$ cat src/rtl/router_pkg.sv
// Shared router types: tile transaction format and arbiter credit depth.
package router_pkg;

    localparam int ARB_CREDITS = 4;

    typedef struct packed {
        logic [7:0]  src;
        logic [23:0] payload;
    } t_tile_trans;

endpackage

$ cat src/rtl/rr_pick.sv
// Combinational find-first-set starting at ptr, wrapping modulo NUM_CLIENTS.
module rr_pick #(
    parameter  int NUM_CLIENTS = 4,
    localparam int IDX_W       = $clog2(NUM_CLIENTS)
) (
    input  logic [NUM_CLIENTS-1:0] req,
    input  logic [IDX_W-1:0]       ptr,
    output logic [NUM_CLIENTS-1:0] gnt,
    output logic [IDX_W-1:0]       gnt_idx,
    output logic                   any
);

    logic [NUM_CLIENTS-1:0]   hi_mask;
    logic [2*NUM_CLIENTS-1:0] dbl;
    logic                     found;

    // Low half holds requests at or above ptr, high half the full vector,
    // so a single LSB-first scan yields the wrapped search order.
    always_comb begin
        hi_mask = {NUM_CLIENTS{1'b1}} << ptr;
        dbl     = {req, req & hi_mask};
        any     = |req;
        found   = 1'b0;
        gnt_idx = '0;
        for (int i = 0; i < 2*NUM_CLIENTS; i++) begin
            if (!found && dbl[i]) begin
                found   = 1'b1;
                gnt_idx = IDX_W'(i % NUM_CLIENTS);
            end
        end
        gnt = any ? (NUM_CLIENTS'(1) << gnt_idx) : '0;
    end

endmodule

$ cat src/rtl/rr_credit_arb.sv
// Credit-gated round-robin arbiter driving one registered tile output link.
module rr_credit_arb
    import router_pkg::*;
#(
    parameter  int NUM_CLIENTS = 4,
    parameter  int CREDITS     = ARB_CREDITS,
    localparam int CREDIT_W    = $clog2(CREDITS+1)
) (
    input  logic                                clk,
    input  logic                                rst,
    input  logic        [NUM_CLIENTS-1:0]       valid_candidate,
    input  t_tile_trans [NUM_CLIENTS-1:0]       candidate,
    output logic        [NUM_CLIENTS-1:0]       fifo_pop,
    output logic                                winner_req_valid,
    output t_tile_trans                         winner_req,
    input  logic                                credit_return,
    output logic        [CREDIT_W-1:0]          credit_cnt,
    output logic                                credit_ovf
);

    localparam int IDX_W = $clog2(NUM_CLIENTS);
    localparam logic [CREDIT_W-1:0] CRED_MAX = CREDIT_W'(CREDITS);

    logic [IDX_W-1:0]       rr_ptr;
    logic [NUM_CLIENTS-1:0] gnt;
    logic [IDX_W-1:0]       gnt_idx;
    logic                   any;
    logic                   send;

    rr_pick #(.NUM_CLIENTS(NUM_CLIENTS)) u_pick (
        .req     (valid_candidate),
        .ptr     (rr_ptr),
        .gnt     (gnt),
        .gnt_idx (gnt_idx),
        .any     (any)
    );

    // Credit check uses the registered count only: no path from credit_return.
    assign send     = any && (credit_cnt != '0);
    assign fifo_pop = (send && !rst) ? gnt : '0;

    always_ff @(posedge clk or posedge rst) begin
        if (rst) begin
            rr_ptr           <= '0;
            winner_req_valid <= 1'b0;
            winner_req       <= '0;
        end else begin
            winner_req_valid <= send;
            if (send) begin
                winner_req <= candidate[gnt_idx];
                rr_ptr     <= (gnt_idx == IDX_W'(NUM_CLIENTS-1)) ? '0 : gnt_idx + IDX_W'(1);
            end
        end
    end

    always_ff @(posedge clk or posedge rst) begin
        if (rst) begin
            credit_cnt <= CRED_MAX;
            credit_ovf <= 1'b0;
        end else begin
            case ({send, credit_return})
                2'b10: credit_cnt <= credit_cnt - CREDIT_W'(1);
                2'b01: begin
                    if (credit_cnt == CRED_MAX) credit_ovf <= 1'b1;
                    else                        credit_cnt <= credit_cnt + CREDIT_W'(1);
                end
                default: ;
            endcase
        end
    end

endmodule

$ cat config.mk
export PLATFORM = sky130hd
export DESIGN_NAME = rr_credit_arb
export DESIGN_NICKNAME = d
export VERILOG_FILES = /design/src/rtl/router_pkg.sv /design/src/rtl/rr_pick.sv /design/src/rtl/rr_credit_arb.sv
export SDC_FILE = /design/constraint.sdc
export NUM_CORES = 1
export LEC_CHECK = 0
export BUFFER_PORTS_ARGS = -buffer_cell sky130_fd_sc_hd__buf_4
export CAP_MARGIN = 15
export CORE_MARGIN = 4
export CORE_UTILIZATION = 44
export DETAILED_ROUTE_END_ITERATION = 12
export PLACE_DENSITY = 0.84
export SLEW_MARGIN = 40
export SYNTH_ARGS = -nofsm -noshare
export SYNTH_HDL_FRONTEND = slang
export SYNTH_SLANG_ARGS = --single-unit
$ cat constraint.sdc
create_clock -name clk -period 2.5 [get_ports clk]
set_input_delay 0.125 -clock clk [delete_from_list [all_inputs] [get_ports clk]]
set_output_delay 0.125 -clock clk [all_outputs]
set_load 0.005 [all_outputs]
==> flow_metrics.env <==
export IMPL_worstPathRequired_ps=2380
export IMPL_ys_types=42
export IMPL_ir_worst_vdd_v=0.0005220
export IMPL_yosysWarnings=0
export IMPL_dr_pass1_iters=4
export IMPL_syn_to_final_growth_pct=48.93
export IMPL_slew_headroom=0.6256
export IMPL_endpoint_kind="output pin"
export IMPL_vias=2978
export IMPL_synthCells=285
export IMPL_overflow=0
export IMPL_max_cap_violations=0
export IMPL_mostFrequentLayoutCell="buf_4"
export IMPL_h_tree_depth=2
export IMPL_reg2reg_slack_ps=310
export IMPL_cp_top_family="simple AND/OR/NAND/NOR gates"
export IMPL_drtAntennaViolNets=0
export IMPL_period_share=0.9327
export IMPL_hold_violations=0
export IMPL_status="complete, no violations"
export IMPL_die_w_um=90.36
export IMPL_powerDensity_mw_per_mm2=1002
export IMPL_leakage_nw=2.108
export IMPL_fin_skew_ps=8.849
export IMPL_max_freq_mhz=428.9
export IMPL_synthFlopType="dfrtp_1"
export IMPL_coreArea_mm2=0.006459
export IMPL_cts_root_buf="clkbuf_8"
export IMPL_grt_antenna_before_repair=0
export IMPL_rsz0062_at_grt="false"
export IMPL_place_congestion=0.8158
export IMPL_ys_ff_latch=39
export IMPL_track_usage=0.2159
export IMPL_hp_class="primary input to flip-flop"
export IMPL_reg2regPathDepth=7
export IMPL_critical_path_depth=8
export IMPL_synth_area_leaders="dfrtp_1 32%, mux2i_1 11%, a221oi_2 11%"
export IMPL_drive_gt1_frac=0.5459
export IMPL_fill_cells=534
export IMPL_tns_ps=0
export IMPL_cts_made_buffers=5
export IMPL_synth_area_mm2=0.002984
export IMPL_grt_pass1_wl_um=14750
export IMPL_yosysTopAreaCell="dfrtp_1"
export IMPL_startpoint="rr_ptr[1]"
export IMPL_regArea_um2=977.2
export IMPL_die_h_um=90.36
export IMPL_vias_per_cell=5.566
export IMPL_setup_viol=0
export IMPL_path_buf_inv=3
export IMPL_die_area_mm2=0.008164
export IMPL_max_stage_delay_ps=410
export IMPL_critical_path_class="flip-flop to output pin"
export IMPL_antennaDiodeCount=0
export IMPL_worstMarginPinSlew_ps=560.3
export IMPL_dpl_cell_area_mm2=0.004333
export IMPL_synth_edff_count=0
export IMPL_synth_seq_area_share=0.3275
export IMPL_clockBufferDepth=2
export IMPL_portBuffers=175
export IMPL_drc=0
export IMPL_worstPathArrival_ps=2210
export IMPL_multi_input_area_mm2=0.001805
export IMPL_clk_pin_slew_ps=80
export IMPL_worst_path_max_delay_cell="dfrtp_1"
export IMPL_layout_nets=597
export IMPL_final_cell_area_mm2=0.004444
export IMPL_rr_startpoint="credit_cnt[0]"
export IMPL_synthArstFlopShare=1.000
export IMPL_fin_crit_ps=2332
export IMPL_endpoint="fifo_pop[0]"
export IMPL_wirelength_um=9390
export IMPL_grt_pass1_vias=3099
export IMPL_wl_per_cell_um=17.55
export IMPL_crit_fanout=14
export IMPL_grt_max_degree=39
export IMPL_critPathLaunchType="flip-flop"
export IMPL_drt_initial_drc_count=62
export IMPL_clock_sinks=39
export IMPL_std_cell_rows=29
export IMPL_cts_tree="built"
export IMPL_worst_path_most_repeated_cell="buf_4"
export IMPL_r2r_end="credit_cnt[1]"
export IMPL_synth_fp_nets=425
export IMPL_io_pins=176
export IMPL_dp_hpwl_um=7146
export IMPL_synth_top_cell_area_share=0.3187
export IMPL_timing_hold_ws_ps=179.3
export IMPL_initial_utilization=0.4620
export IMPL_path_cells="mux2_2 > nand2_1 > and3_4 > clkinv_2 > buf_4 > ha_1 > and3_1 > buf_4"
export IMPL_final_cell_mix="184 x buf_4, 38 x dfrtp_1, 35 x nor2_1, 33 x and2_1, 32 x mux2i_1"
export IMPL_drv_slew=0
export IMPL_final_util=0.6881
export IMPL_insertion_delay_ps=290
export IMPL_synth_avg_cell_area_um2=10.47
==> cell families (layout without fill, tap and decap cells) <==
group,after synthesis,count (layout),share of synthesized area
compound gates,83,83,0.3015
xor+xnor,1,1,0.002936
fa+ha+maj,5,5,0.02348
buf+inv,32,204,0.07254
flops,39,39,0.3275
mux,33,33,0.1111
simple gates,92,93,0.1610
==> area by class of cell <==
| type | count | area share |
|---|---|---|
| Multi-Input combinational cell | 215 | 0.4062 |
| Timing Repair Buffer | 189 | 0.3280 |
| Sequential cell | 39 | 0.2199 |
| Tap cell | 77 | 0.02168 |
| Clock buffer | 8 | 0.01802 |
| Inverter | 7 | 0.006194 |
==> cell usage after synthesis, types with 2 or more instances <==
cell type / count
a211oi_1: 10
a211oi_2: 23
a21oi_1: 3
a221oi_1: 12
a221oi_2: 21
and2_1: 34
and3_1: 4
buf_2: 7
buf_6: 6
buf_8: 2
clkbuf_1: 7
dfrtp_1: 38
ha_1: 4
inv_1: 5
inv_2: 2
mux2i_1: 32
nand2_1: 7
nand2b_1: 2
nand3_1: 2
nor2_1: 36
o21ai_0: 7
==> where the power goes <==
part           internal (W)  switching (W)  leakage (nW)  total, W
clock              0.000198       0.000207        0.0395  0.000405
combinational       0.00143        0.00143          1.63   0.00286
sequential         0.000972       0.000216         0.443   0.00119
==> metal layers <==
metal	global-route usage	vias up	share of wire
met5	0	-	0
met4	0.05867	0	0.015
met3	0.06750	13	0.085
met2	0.3877	127	0.51
met1	0.2466	1424	0.39
li1	-	1414	-
==> per-stage QoR <==
step / total power (W) / setup WS (ps) / instances
2_1_floorplan: 0.003040 / 585.6 / 285
3_3_place_gp: 0.003927 / 468.5 / 521
3_5_place_dp: 0.004056 / 377.0 / 523
4_1_cts: 0.004476 / 73.40 / 532
5_1_grt: 0.004786 / 68.07 / 535
6_report: 0.004453 / 168.3 / 535
==> repair_timing <==
action,CTS,global route
setup buffers,0,2
endpoints found under the setup margin,0,1
hold buffers,1,0
gates resized for setup,0,0
endpoints found under the hold margin,12,0
==> registers in the layout (all words and copies together), names as in the netlist <==
register and count:
winner_req 32, credit_cnt 3, rr_ptr 2, credit_ovf 1
winner_req_valid 1
==> worst min path at each step <==
stage	to	cells after the start	startpoint
6_report	credit_ovf	2	credit_return
5_1_grt	credit_ovf	2	credit_return
4_1_cts	credit_ovf	2	credit_return
3_5_place_dp	rr_ptr[0]	2	rst
3_3_place_gp	rr_ptr[0]	2	rst
2_1_floorplan	credit_cnt[0]	1	rst
(Power assumes the default switching activity.)
